`src/rtl/rb_stream_controller_pkg.sv`:
```
// Shared constants, FSM encoding and slot-rotation helper for the row-buffer stream controller.
package rb_stream_controller_pkg;

    localparam int DEF_PIXEL_WIDTH  = 8;
    localparam int DEF_RBS          = 4;
    localparam int DEF_IMG_WIDTH    = 640;
    localparam int DEF_BRAM_DEPTH   = DEF_IMG_WIDTH * DEF_RBS;
    localparam int DEF_W_ADDR_WIDTH = $clog2(DEF_BRAM_DEPTH);
    localparam int DEF_R_ADDR_WIDTH = $clog2(DEF_IMG_WIDTH);

    typedef enum logic [1:0] {
        ST_IDLE   = 2'd0,
        ST_FILL   = 2'd1,
        ST_STREAM = 2'd2
    } state_t;

    // Buffer feeding window slot k when the current row lives in buffer sel.
    function automatic int rot_slot(input int sel, input int k, input int rbs);
        return (sel + 1 + k) % rbs;
    endfunction

endpackage

```
`src/rtl/rb_stream_controller_if.sv`:
```
// Pixel-in / window-out handshakes plus both BRAM ports of the row-buffer stream controller.
interface rb_stream_controller_if
    import rb_stream_controller_pkg::*;
#(
    parameter int PIXEL_WIDTH  = DEF_PIXEL_WIDTH,
    parameter int RBS          = DEF_RBS,
    parameter int W_ADDR_WIDTH = DEF_W_ADDR_WIDTH,
    parameter int R_ADDR_WIDTH = DEF_R_ADDR_WIDTH
) ();

    logic                       IN_VALID;
    logic                       IN_READY;
    logic [PIXEL_WIDTH-1:0]     IN_PIXEL;
    logic                       IN_SOF;
    logic                       EN_A;
    logic [W_ADDR_WIDTH-1:0]    ADDR_A;
    logic [PIXEL_WIDTH-1:0]     DIN_A;
    logic                       EN_B;
    logic [R_ADDR_WIDTH-1:0]    ADDR_B;
    logic [RBS*PIXEL_WIDTH-1:0] DOUT_B;
    logic                       OUT_VALID;
    logic                       OUT_READY;
    logic [RBS*PIXEL_WIDTH-1:0] OUT_WIN;
    logic                       OUT_EOL;

    modport master (
        input  IN_VALID, IN_PIXEL, IN_SOF, DOUT_B, OUT_READY,
        output IN_READY, EN_A, ADDR_A, DIN_A, EN_B, ADDR_B, OUT_VALID, OUT_WIN, OUT_EOL
    );

    modport slave (
        output IN_VALID, IN_PIXEL, IN_SOF, DOUT_B, OUT_READY,
        input  IN_READY, EN_A, ADDR_A, DIN_A, EN_B, ADDR_B, OUT_VALID, OUT_WIN, OUT_EOL
    );

endinterface

```
`src/rtl/rb_stream_controller_window_rotate.sv`:
```
// Reorders the packed BRAM read word oldest-row-first and drops the live pixel into the top slot.
module rb_window_rotate
    import rb_stream_controller_pkg::*;
#(
    parameter int PIXEL_WIDTH = DEF_PIXEL_WIDTH,
    parameter int RBS         = DEF_RBS,
    parameter int SEL_W       = 2
) (
    input  logic [RBS*PIXEL_WIDTH-1:0] i_dout_b,
    input  logic [SEL_W-1:0]           i_sel,
    input  logic [PIXEL_WIDTH-1:0]     i_pixel,
    output logic [RBS*PIXEL_WIDTH-1:0] o_win
);

    always_comb begin
        o_win = '0;
        for (int k = 0; k < RBS - 1; k++) begin
            o_win[k*PIXEL_WIDTH +: PIXEL_WIDTH] =
                i_dout_b[rot_slot(int'(i_sel), k, RBS)*PIXEL_WIDTH +: PIXEL_WIDTH];
        end
        o_win[(RBS-1)*PIXEL_WIDTH +: PIXEL_WIDTH] = i_pixel;
    end

endmodule

```
`src/rtl/rb_stream_controller.sv`:
```
// Row-buffer BRAM initiator: writes each raster pixel and emits a registered vertical window of RBS rows.
module rb_stream_controller
    import rb_stream_controller_pkg::*;
#(
    parameter int PIXEL_WIDTH  = DEF_PIXEL_WIDTH,
    parameter int RBS          = DEF_RBS,
    parameter int IMG_WIDTH    = DEF_IMG_WIDTH,
    parameter int W_ADDR_WIDTH = DEF_W_ADDR_WIDTH,
    parameter int R_ADDR_WIDTH = DEF_R_ADDR_WIDTH
) (
    input  logic CLK,
    input  logic RST_N,
    rb_stream_controller_if.master bus
);

    localparam int SEL_W = (RBS > 1) ? $clog2(RBS) : 1;
    localparam int WIN_W = RBS * PIXEL_WIDTH;
    localparam logic [R_ADDR_WIDTH-1:0] COL_LAST = R_ADDR_WIDTH'(IMG_WIDTH - 1);
    localparam logic [SEL_W-1:0]        SEL_LAST = SEL_W'(RBS - 1);

    function automatic logic [SEL_W-1:0] sel_wrap_inc(input logic [SEL_W-1:0] v);
        return (v == SEL_LAST) ? '0 : v + SEL_W'(1);
    endfunction

    function automatic logic [SEL_W-1:0] rows_sat_inc(input logic [SEL_W-1:0] v);
        return (v == SEL_LAST) ? SEL_LAST : v + SEL_W'(1);
    endfunction

    state_t                  r_state, w_state_nxt;
    logic [R_ADDR_WIDTH-1:0] r_col, w_col_eff, w_col_nxt;
    logic [SEL_W-1:0]        r_sel, w_sel_eff, w_sel_nxt;
    logic [SEL_W-1:0]        r_rows, w_rows_eff, w_rows_nxt;
    logic                    w_in_ready, w_acc, w_proc;
    logic [WIN_W-1:0]        w_win;

    logic                    r_vld_p1, r_eol_p1;
    logic [WIN_W-1:0]        r_win_p1;
    logic                    r_en_a_p1;
    logic [W_ADDR_WIDTH-1:0] r_addr_a_p1;
    logic [PIXEL_WIDTH-1:0]  r_din_a_p1;

    // IN_SOF forces the accepted pixel to row 0 / col 0 regardless of where the counters stand.
    assign w_in_ready = !r_vld_p1 || bus.OUT_READY;
    assign w_acc      = bus.IN_VALID && w_in_ready;
    assign w_proc     = w_acc && ((r_state != ST_IDLE) || bus.IN_SOF);
    assign w_col_eff  = bus.IN_SOF ? '0 : r_col;
    assign w_sel_eff  = bus.IN_SOF ? '0 : r_sel;
    assign w_rows_eff = bus.IN_SOF ? '0 : r_rows;

    rb_window_rotate #(
        .PIXEL_WIDTH (PIXEL_WIDTH),
        .RBS         (RBS),
        .SEL_W       (SEL_W)
    ) u_rotate (
        .i_dout_b (bus.DOUT_B),
        .i_sel    (w_sel_eff),
        .i_pixel  (bus.IN_PIXEL),
        .o_win    (w_win)
    );

    always_ff @(posedge CLK or negedge RST_N) begin
        if (!RST_N) r_state <= ST_IDLE;
        else        r_state <= w_state_nxt;
    end

    always_comb begin
        w_state_nxt = r_state;
        w_col_nxt   = r_col;
        w_sel_nxt   = r_sel;
        w_rows_nxt  = r_rows;
        if (w_proc) begin
            if (bus.IN_SOF)
                w_state_nxt = ST_FILL;
            else if (r_state == ST_FILL && r_rows == SEL_LAST && r_col == '0)
                w_state_nxt = ST_STREAM;
            if (w_col_eff == COL_LAST) begin
                w_col_nxt  = '0;
                w_sel_nxt  = sel_wrap_inc(w_sel_eff);
                w_rows_nxt = rows_sat_inc(w_rows_eff);
            end else begin
                w_col_nxt  = w_col_eff + R_ADDR_WIDTH'(1);
                w_sel_nxt  = w_sel_eff;
                w_rows_nxt = w_rows_eff;
            end
        end
    end

    // Stage p0 -> p1: window register and BRAM write command, both launched by the accepting edge.
    always_ff @(posedge CLK or negedge RST_N) begin
        if (!RST_N) begin
            r_col       <= '0;
            r_sel       <= '0;
            r_rows      <= '0;
            r_vld_p1    <= 1'b0;
            r_win_p1    <= '0;
            r_eol_p1    <= 1'b0;
            r_en_a_p1   <= 1'b0;
            r_addr_a_p1 <= '0;
            r_din_a_p1  <= '0;
        end else begin
            r_col     <= w_col_nxt;
            r_sel     <= w_sel_nxt;
            r_rows    <= w_rows_nxt;
            r_en_a_p1 <= w_proc;
            if (w_proc) begin
                r_addr_a_p1 <= W_ADDR_WIDTH'(w_col_eff) * W_ADDR_WIDTH'(RBS)
                             + W_ADDR_WIDTH'(w_sel_eff);
                r_din_a_p1  <= bus.IN_PIXEL;
                r_vld_p1    <= (w_state_nxt == ST_STREAM);
                r_win_p1    <= w_win;
                r_eol_p1    <= (w_col_eff == COL_LAST);
            end else if (bus.OUT_READY) begin
                r_vld_p1 <= 1'b0;
            end
        end
    end

    assign bus.IN_READY  = w_in_ready;
    assign bus.EN_B      = w_proc;
    assign bus.ADDR_B    = w_col_eff;
    assign bus.EN_A      = r_en_a_p1;
    assign bus.ADDR_A    = r_addr_a_p1;
    assign bus.DIN_A     = r_din_a_p1;
    assign bus.OUT_VALID = r_vld_p1;
    assign bus.OUT_WIN   = r_win_p1;
    assign bus.OUT_EOL   = r_eol_p1;

endmodule

```
`src/flat_wrapper.sv`:
```
// flat-port wrapper written by rule: the top's interface ports become plain ports
module rb_stream_controller_flat import rb_stream_controller_pkg::*;
#(
    parameter int PIXEL_WIDTH  = DEF_PIXEL_WIDTH,
    parameter int RBS          = DEF_RBS,
    parameter int IMG_WIDTH    = DEF_IMG_WIDTH,
    parameter int W_ADDR_WIDTH = DEF_W_ADDR_WIDTH,
    parameter int R_ADDR_WIDTH = DEF_R_ADDR_WIDTH
)
  (CLK, RST_N, bus_IN_VALID, bus_IN_PIXEL, bus_IN_SOF, bus_DOUT_B, bus_OUT_READY, bus_IN_READY, bus_EN_A, bus_ADDR_A, bus_DIN_A, bus_EN_B, bus_ADDR_B, bus_OUT_VALID, bus_OUT_WIN, bus_OUT_EOL);
  rb_stream_controller_if #(.PIXEL_WIDTH(PIXEL_WIDTH), .RBS(RBS), .W_ADDR_WIDTH(W_ADDR_WIDTH), .R_ADDR_WIDTH(R_ADDR_WIDTH)) bus_i ();
  input  logic CLK;
  input  logic RST_N;
  input wire logic [$bits(bus_i.IN_VALID)-1:0] bus_IN_VALID;
  input wire logic [$bits(bus_i.IN_PIXEL)-1:0] bus_IN_PIXEL;
  input wire logic [$bits(bus_i.IN_SOF)-1:0] bus_IN_SOF;
  input wire logic [$bits(bus_i.DOUT_B)-1:0] bus_DOUT_B;
  input wire logic [$bits(bus_i.OUT_READY)-1:0] bus_OUT_READY;
  output wire logic [$bits(bus_i.IN_READY)-1:0] bus_IN_READY;
  output wire logic [$bits(bus_i.EN_A)-1:0] bus_EN_A;
  output wire logic [$bits(bus_i.ADDR_A)-1:0] bus_ADDR_A;
  output wire logic [$bits(bus_i.DIN_A)-1:0] bus_DIN_A;
  output wire logic [$bits(bus_i.EN_B)-1:0] bus_EN_B;
  output wire logic [$bits(bus_i.ADDR_B)-1:0] bus_ADDR_B;
  output wire logic [$bits(bus_i.OUT_VALID)-1:0] bus_OUT_VALID;
  output wire logic [$bits(bus_i.OUT_WIN)-1:0] bus_OUT_WIN;
  output wire logic [$bits(bus_i.OUT_EOL)-1:0] bus_OUT_EOL;
  assign bus_i.IN_VALID = bus_IN_VALID;
  assign bus_i.IN_PIXEL = bus_IN_PIXEL;
  assign bus_i.IN_SOF = bus_IN_SOF;
  assign bus_i.DOUT_B = bus_DOUT_B;
  assign bus_i.OUT_READY = bus_OUT_READY;
  assign bus_IN_READY = bus_i.IN_READY;
  assign bus_EN_A = bus_i.EN_A;
  assign bus_ADDR_A = bus_i.ADDR_A;
  assign bus_DIN_A = bus_i.DIN_A;
  assign bus_EN_B = bus_i.EN_B;
  assign bus_ADDR_B = bus_i.ADDR_B;
  assign bus_OUT_VALID = bus_i.OUT_VALID;
  assign bus_OUT_WIN = bus_i.OUT_WIN;
  assign bus_OUT_EOL = bus_i.OUT_EOL;
  rb_stream_controller #(.PIXEL_WIDTH(PIXEL_WIDTH), .RBS(RBS), .IMG_WIDTH(IMG_WIDTH), .W_ADDR_WIDTH(W_ADDR_WIDTH), .R_ADDR_WIDTH(R_ADDR_WIDTH)) u_core (.CLK(CLK), .RST_N(RST_N), .bus(bus_i));
endmodule
```
`config.mk`:
```
export PLATFORM = sky130hd
export DESIGN_NAME = rb_stream_controller_flat
export DESIGN_NICKNAME = d
export VERILOG_FILES = /design/src/rtl/rb_stream_controller_pkg.sv /design/src/rtl/rb_stream_controller_if.sv /design/src/rtl/rb_stream_controller_window_rotate.sv /design/src/rtl/rb_stream_controller.sv /design/src/flat_wrapper.sv
export SDC_FILE = /design/constraint.sdc
export NUM_CORES = 1
export LEC_CHECK = 0
export CORE_ASPECT_RATIO = 1.4
export CORE_MARGIN = 2
export CORE_UTILIZATION = 37
export DETAILED_ROUTE_END_ITERATION = 8
export PLACE_DENSITY_LB_ADDON = 0.3
export SYNTH_ARGS = -nofsm -noshare
export SYNTH_HDL_FRONTEND = slang
export SYNTH_SLANG_ARGS = --single-unit
```
`constraint.sdc`:
```
create_clock -name CLK -period 5.55 [get_ports CLK]
set_input_delay 1.11 -clock CLK [delete_from_list [all_inputs] [get_ports CLK]]
set_output_delay 1.11 -clock CLK [all_outputs]
set_load 0.03 [all_outputs]
```
# Word level (Yosys, flattened, before mapping)
# Index checks and enable logic that the tools add are counted.
# totals
register_bits	71
latchBits	0
mem_bits_rw	0
rom_bits	0
inputBits	45
output_inout_bits	67
wordCells	55
memories	0
# op_classes
add_sub_neg	7
n_mul	0
n_div	0
magnitude_cmp	0
n_eq_ne	6
shifts	3
n_mux	13
bitwise	3
reduce_logical	13
# ops
cell	count
32-bit by 6-bit indexed part select with 8-bit output	3
32-bit by 2-bit adder with 32-bit output, second input constant	1
32-bit by 3-bit adder with 32-bit output, second input constant	1
10-bit two-way mux	2
2-bit two-way mux	9
12-bit by 2-bit adder with 12-bit output	1
10-bit by 1-bit adder with 10-bit output, second input constant	1
10-bit == test, second input constant	1
10-bit zero test	1
2-bit == test, second input constant	4
2-bit OR reduction	3
2-bit by 1-bit adder with 2-bit output, second input constant	2
1-bit logical AND	4
2-bit nonzero test	2
2-bit by 1-bit adder with 3-bit output, second input constant	1
1-bit AND	2
2-bit by 1-bit == test with 1-bit output, second input constant	1
1-bit logical OR	2
1-bit two-way mux	2
1-bit AND, first input constant	1
1-bit zero test	1

# Depth between registers and ports, before layout
# Gate-level depths: netlist (run 1).
# depth
word_depth	8
ltp_mapped	9
depth_no_buf	6

# Cells and area by module
# From an unflattened synthesis (run 1), not the netlist that was laid out.
# hier_totals
hier_cells	362
area_unflattened_um2	3818.7
# by_module_without_submodules
module	n_inst	cells_per_inst	area_per_inst_um2	seq_area_each_um2
rb_stream_controller	1	324	3103.0	1776.7
rb_window_rotate	1	38	715.7	0.0

# Worst setup path before layout (run 1)
# OpenSTA, ideal clock, no wires.
# synth_timing
kind	input to register
start	in bus_IN_SOF
end	reg u_core.r_col[9]
setup_time_ns	0.124
t_arrival_ns	3.460
required_time_ns	5.426
slack_ns	1.966
cell_stages	9
path_buffers	3
cell_sequence	buf_6 clkbuf_1 clkbuf_1 nor2b_1 ha_1 nand3_1 nor4_4 a311oi_1 a211o_1
# synth_between
elab_chain_cells	3
elab_cells_between_ends	6
classes_between	add/sub (1); eq/ne (1); mux (2); reduce/logical (2)
# synth_rtl
item	line_no	rtl
start, declared	flat_wrapper.sv:16	input wire logic [$bits(bus_i.IN_SOF)-1:0] bus_IN_SOF;
10-bit two-way mux *	rb_stream_controller.sv:46	assign w_col_eff = bus.IN_SOF ? '0 : r_col;
named net bus_ADDR_B[0]	flat_wrapper.sv:24	output wire logic [$bits(bus_i.ADDR_B)-1:0] bus_ADDR_B;
10-bit by 1-bit adder with 10-bit output or 10-bit == test (tied branches)	rb_stream_controller.sv:81, rb_stream_controller.sv:76	
10-bit two-way mux *	rb_stream_controller.sv:76	if (w_col_eff == COL_LAST) begin
end signal, assigned	rb_stream_controller.sv:101	r_col <= w_col_nxt;
end, declared	rb_stream_controller.sv:30	logic [R_ADDR_WIDTH-1:0] r_col, w_col_eff, w_col_nxt;
# The timed path passes the listed nets; every way through them passes the cells marked *.
# A chain may end at the register's enable or synchronous reset.

# Worst setup path in the final report (run 1)
# layout_timing
start	in bus_IN_SOF
end	out bus_ADDR_B[5]
# layout_between
elab_chain_cells	1
# layout_rtl
item	line_no
10-bit two-way mux	rb_stream_controller.sv:46
end, declared	flat_wrapper.sv:24
# No other way between the ends.

==> results of run 1 <==
cell families after synthesis:
| group | after synthesis | synth area share |
|---|---|---|
| flops | 63 | 0.463 |
| xor+xnor | 2 | 0.00514 |
| compound gates | 59 | 0.116 |
| buf+inv | 35 | 0.0540 |
| fa+ha+maj | 1 | 0.00367 |
| mux | 46 | 0.146 |
| simple gates | 151 | 0.213 |
registers in the layout, summed over array words and instances, names as in the netlist:
name,flops
u_core.r_rows,2
u_core.bus.DIN_A,8
u_core.r_state,2
u_core.bus.OUT_VALID,1
u_core.bus.EN_A,1
u_core.r_col,10
u_core.bus.ADDR_A,12
u_core.bus.OUT_EOL,1
u_core.r_sel,2
u_core.bus.OUT_WIN,24
tightest hold or removal path, cell delays in order, from the launching register on:
cell and delay (ps):
dfrtp_1 340, nand2_1 40, o21ai_0 60
layout by cell type, fill, tap and decap left out, drive strengths merged, types with 2 or more instances in the layout:
| cell | synthesis | final |
|---|---|---|
| a2bb2oi | 2 | 2 |
| xnor2 | 2 | 2 |
| nand3 | 7 | 7 |
| clkdlybuf4s50 | 0 | 110 |
| mux2i | 17 | 17 |
| inv | 4 | 4 |
| a221o | 3 | 3 |
| nor2 | 5 | 5 |
| mux2 | 29 | 29 |
| nand2b | 2 | 2 |
| clkbuf | 11 | 10 |
| o21ai | 25 | 25 |
| a21oi | 9 | 9 |
| bufinv | 0 | 3 |
| clkinv | 0 | 2 |
| o22a | 7 | 7 |
| buf | 20 | 9 |
| a21o | 2 | 2 |
| nand4 | 2 | 2 |
| nand3b | 9 | 9 |
| nor2b | 10 | 10 |
| nand2 | 98 | 98 |
| nor4 | 9 | 9 |
| or3 | 2 | 2 |
| a22o | 2 | 2 |
| dfrtp | 63 | 63 |
metal layers:
metal,vias up,track usage
met1,1463,0.227
met4,0,0.118
met5,-,0
li1,1433,-
met2,109,0.311
met3,25,0.0463
per-stage QoR:
stage                     power (µW)  area (µm²)  worst slack, ps
after floorplan                  683        3410             1970
after global placement           816        4550             1250
after detailed placement         821        4550             1280
after CTS                       1480        4900             1280
after global routing            1520        4900             1190
final                           1460        4900             1310
where the power goes:
part | switching, µW | leakage [µW] | internal, µW
logic | 159 | 0.00108 | 127
registers | 30.1 | 0.000799 | 495
clock network | 204 | 0.000168 | 449
total | 393 | 0.00205 | 1070
final timing paths:
kind	start	cells after the start	slack, ps	end
worst max register to register	u_core.r_col[0]	7	3120	u_core.r_col[9]
worst max-delay path	bus_IN_SOF	4	1310	bus_ADDR_B[5]
min in group asynchronous	RST_N	2	950	u_core.bus.ADDR_A[7]
max in group asynchronous	RST_N	2	4040	u_core.bus.OUT_WIN[4]
worst min register to register	u_core.bus.OUT_WIN[3]	2	470	u_core.bus.OUT_WIN[3]
worst min-delay path	u_core.bus.OUT_WIN[3]	2	470	u_core.bus.OUT_WIN[3]
final cells by class:
type / count / share of cell area
repair buffers: 119 / 0.238
inverters: 4 / 0.00307
clock inverters: 6 / 0.0220
well taps: 107 / 0.0273
clock buffers: 10 / 0.0488
flip-flops and latches: 63 / 0.322
multi-input cells: 259 / 0.339
==> impl_metrics.yaml, run 1 <==
outcome:
  status: "completed"
clock_tree:
  cts_root_buf: "clkbuf_16"
  cts_buffers: 9
  clock_latency_ps: 330
  ctsResizeCount: 0
  postCtsHoldBufs: 0
  clk_pin_slew_ps: 50
  clockBufferDepth: 2
  cts.sinks: 63
  cts_tree: "built"
  h-tree-depth: 3
  post_cts_buffers: 0
setup_path:
  path_cells: "clkdlybuf4s50_1, buf_4, nor2b_1, clkdlybuf4s50_1"
  cp-start-kind: "input port"
  crit_family: "buffers and inverters"
  cp-end-kind: "output pin"
  cp_num_buf_inv: 3
  cp_data_arrival_time_ps: 3130
  slowest_stage: "clkdlybuf4s50_1"
  crit_path_max_incr_delay_ps: 780
  worst-path-max-fanout: 17
  required_ps: 4440
  path_common_cell: "clkdlybuf4s50_1"
  crit_type: "in2out"
timing:
  fin_setup_tns_ps: 0
  tightest_slew_ps: 825
  rsz0062_at_grt: "false"
  skew_ps: 6.52
  hold_ws_ps: 472
  setup_viol: 0
  finalCritPeriodShare: 0.764
  hold_viol: 0
  fmax_mhz: 236
  final_max_slew_viol_count: 0
  min_period_ps: 4240
  maxSlewHeadroom: 0.450
detailed_routing:
  vias: 3030
  vias_per_cell: 5.33
  dr.max_layer_used: "met4"
  wirelength_um: 9560
  met2_length_um: 4740
  ant_nets: 0
  drc_errors: 0
  wl_per_cell_um: 16.8
  wl_met1_um: 3900
  drt_iter0_drc: 103
  firstDrtPassIters: 4
  met3_length_um: 577
floorplanning:
  die_h_um: 118
  rows: 41
  die_area_mm2: 0.0100
  start_util: 0.380
  core_area_mm2: 0.00898
  die_w_um: 85.1
  ios: 112
finish:
  regArea_mm2: 0.00158
  fin_cells: 568
  utilization: 0.546
  multi_input_area_mm2: 0.00166
  drive_gt1_frac: 0.134
  area_growth_pct: 43.7
  nNetsFinal: 502
  fillers: 825
  diodes: 0
placement:
  gp_congestion: 0.860
  dpl.hpwl_um: 6750
  dp.cells: 552
  portBuffers: 111
pwr:
  powerDensity_mw_per_mm2: 299
  p_leak_uw: 0.00205
  irDropWorstVdd_mv: 0.217
yosys:
  synthCells: 357
  ys.flop_type: "dfrtp_1"
  synthTopCellsByCount: "98 x nand2_1, 63 x dfrtp_1, 29 x mux2_2"
  synth_edf_count: 0
  synth_most_common_cell: "nand2_1"
  synth_seq_cells: 63
  synthArstFlopShare: 1.00
  ys_seq_area_frac: 0.463
  yosysTopAreaCell: "dfrtp_1"
  syn_nets: 403
  ys_warn_count: 0
  netlist.area_leader.share: 0.463
  syn-mean-instance-area_um2: 9.55
  synth_cell_types: 46
  synth_top_cells_by_area: "dfrtp_1 46%, nand2_1 11%, mux2_2 9.6%"
  synth_area_mm2: 0.00341
global_routing:
  grt_max_degree: 71
  first_global_vias: 2972
  grt_usage: 0.192
  grt_first_pass_wirelength_um: 15000
  overflow: 0
  antenna_found_initial: 0
job:
  cap_viol_max_count: 0
worst_hold_path:
  min_path_type: "reg2reg"
Power figures use the tool's default switching activity.
==> run 2: changes to the inputs <==
==> constraint.sdc (replaced) <==
create_clock -name CLK -period 4.3 [get_ports CLK]
set_input_delay 0.86 -clock CLK [delete_from_list [all_inputs] [get_ports CLK]]
set_output_delay 0.86 -clock CLK [all_outputs]
set_load 0.03 [all_outputs]
==> impl_metrics.yaml, run 2 (synthesis results as in run 1) <==
floorplanning:
  core_area_mm2: 0.00898
  start_util: 0.380
  die_w_um: 85.1
  die_area_mm2: 0.0100
  rows: 41
  ios: 112
  die_h_um: 118
timing:
  hold_viol: 0
  rsz0062_at_grt: "false"
  maxSlewHeadroom: 0.379
  fin_setup_tns_ps: 0
  setup_viol: 0
  finalCritPeriodShare: 0.835
  fmax_mhz: 278
  skew_ps: 8.50
  tightest_slew_ps: 932
  final_max_slew_viol_count: 0
  min_period_ps: 3590
finish:
  utilization: 0.542
  diodes: 0
  nNetsFinal: 502
  area_growth_pct: 42.7
  largest_reg_flops: 24
  final_cell_mix: "109 x clkdlybuf4s50_1, 98 x nand2_1, 63 x dfrtp_1"
  final_common_cell: "clkdlybuf4s50_1"
  drive_gt1_frac: 0.137
setup_path:
  cp_data_arrival_time_ps: 2730
  required_ps: 3440
  crit_type: "in2out"
  reg2reg_from: "u_core.r_col[0]"
  cp_num_buf_inv: 3
  crit_start: "bus_IN_SOF"
  cp-start-kind: "input port"
  cp-end-kind: "output pin"
  crit_family: "buffers and inverters"
  path_cells: "clkdlybuf4s50_1, buf_4, nor2b_1, clkdlybuf4s50_1"
  path_common_cell: "clkdlybuf4s50_1"
  slowest_stage: "clkdlybuf4s50_1"
  worst-path-max-fanout: 11
  crit_path_max_incr_delay_ps: 710
detailed_routing:
  dr.max_layer_used: "met4"
  drt_iter0_drc: 113
  met3_length_um: 520
  firstDrtPassIters: 4
  wl_met1_um: 4010
  wirelength_um: 9600
  vias_per_cell: 5.30
  ant_nets: 0
  drc_errors: 0
  vias: 3008
  wl_per_cell_um: 16.9
  met2_length_um: 4860
clock_tree:
  cts_buffers: 9
  cts_tree: "built"
  h-tree-depth: 3
  postCtsHoldBufs: 0
  ctsResizeCount: 0
  post_cts_buffers: 0
  clock_latency_ps: 330
  cts.sinks: 63
  cts_root_buf: "clkbuf_16"
  clockBufferDepth: 2
  clk_pin_slew_ps: 50
worst_hold_path:
  hold_start: "u_core.bus.ADDR_A[0]"
  min_path_type: "reg2reg"
placement:
  dpl.hpwl_um: 6820
  gp_congestion: 0.895
  portBuffers: 111
global_routing:
  grt_first_pass_wirelength_um: 15400
  grt_max_degree: 71
  first_global_vias: 2995
  antenna_found_initial: 0
  grt_usage: 0.196
  overflow: 0
pwr:
  powerDensity_mw_per_mm2: 372
  p_leak_uw: 0.00204
  irDropWorstVdd_mv: 0.221
outcome:
  status: "completed"
job:
  cap_viol_max_count: 0
run 2: cell count changes in the layout (fill, tap and decap cells not counted):
| cell | change |
|---|---|
| clkinv_2 | +2 |
| buf_4 | +1 |
| bufinv_16 | -1 |
| clkbuf_8 | -1 |
| clkdlybuf4s50_1 | -1 |
run 2: layout make-up:
class | instances | area (µm²)
tap | 107 | 134
multi-input combinational | 259 | 1660
fill | 829 | 4120
timing repair buffer | 119 | 1160
inverter | 4 | 15.0
clock buffer | 9 | 225
sequential | 63 | 1580
clock inverter | 7 | 87.6
run 2: final timing paths:
| path | slack (ps) | endpoint | cells past startpoint |
|---|---|---|---|
| worst max-delay path | 710 | bus_ADDR_B[4] | 4 |
| worst min-delay path | 470 | u_core.bus.ADDR_A[0] | 2 |
| worst max register to register | 1880 | u_core.r_col[9] | 6 |
| worst min register to register | 470 | u_core.bus.ADDR_A[0] | 2 |
| max in group asynchronous | 2750 | u_core.bus.DIN_A[1] | 2 |
| min in group asynchronous | 680 | u_core.bus.ADDR_A[11] | 1 |
run 2: worst min-delay path, delay by kind of cell, from the launching register on:
kind	cells	cell delay [ps]
DFF	1	340
and+or+nand+nor	2	110
run 2: where the power goes:
part	leakage, µW	total (µW)	switching (µW)	internal (µW)
clock network	0.000155	765	263	502
registers	0.000799	678	39.1	638
logic	0.00109	368	205	163
run 2: layer usage:
layer | global-route usage | up-vias
li1 | - | 1438
met1 | 0.229 | 1459
met2 | 0.332 | 100
met3 | 0.0540 | 11
met4 | 0.0833 | 0
met5 | 0 | -
run 2: through the flow:
| step | power (µW) | instances | worst slack, ps | cell area (µm²) | hold slack [ps] |
|---|---|---|---|---|---|
| 6_report | 1810 | 568 | 708 | 4860 | 475 |
| 5_1_grt | 1890 | 568 | 632 | 4860 | 499 |
| 4_1_cts | 1830 | 568 | 718 | 4860 | 478 |
| 3_5_place_dp | 1060 | 552 | 733 | 4550 | 469 |
| 3_3_place_gp | 1050 | 552 | 762 | 4550 | 462 |
| 2_1_floorplan | 881 | 357 | 966 | 3410 | 488 |
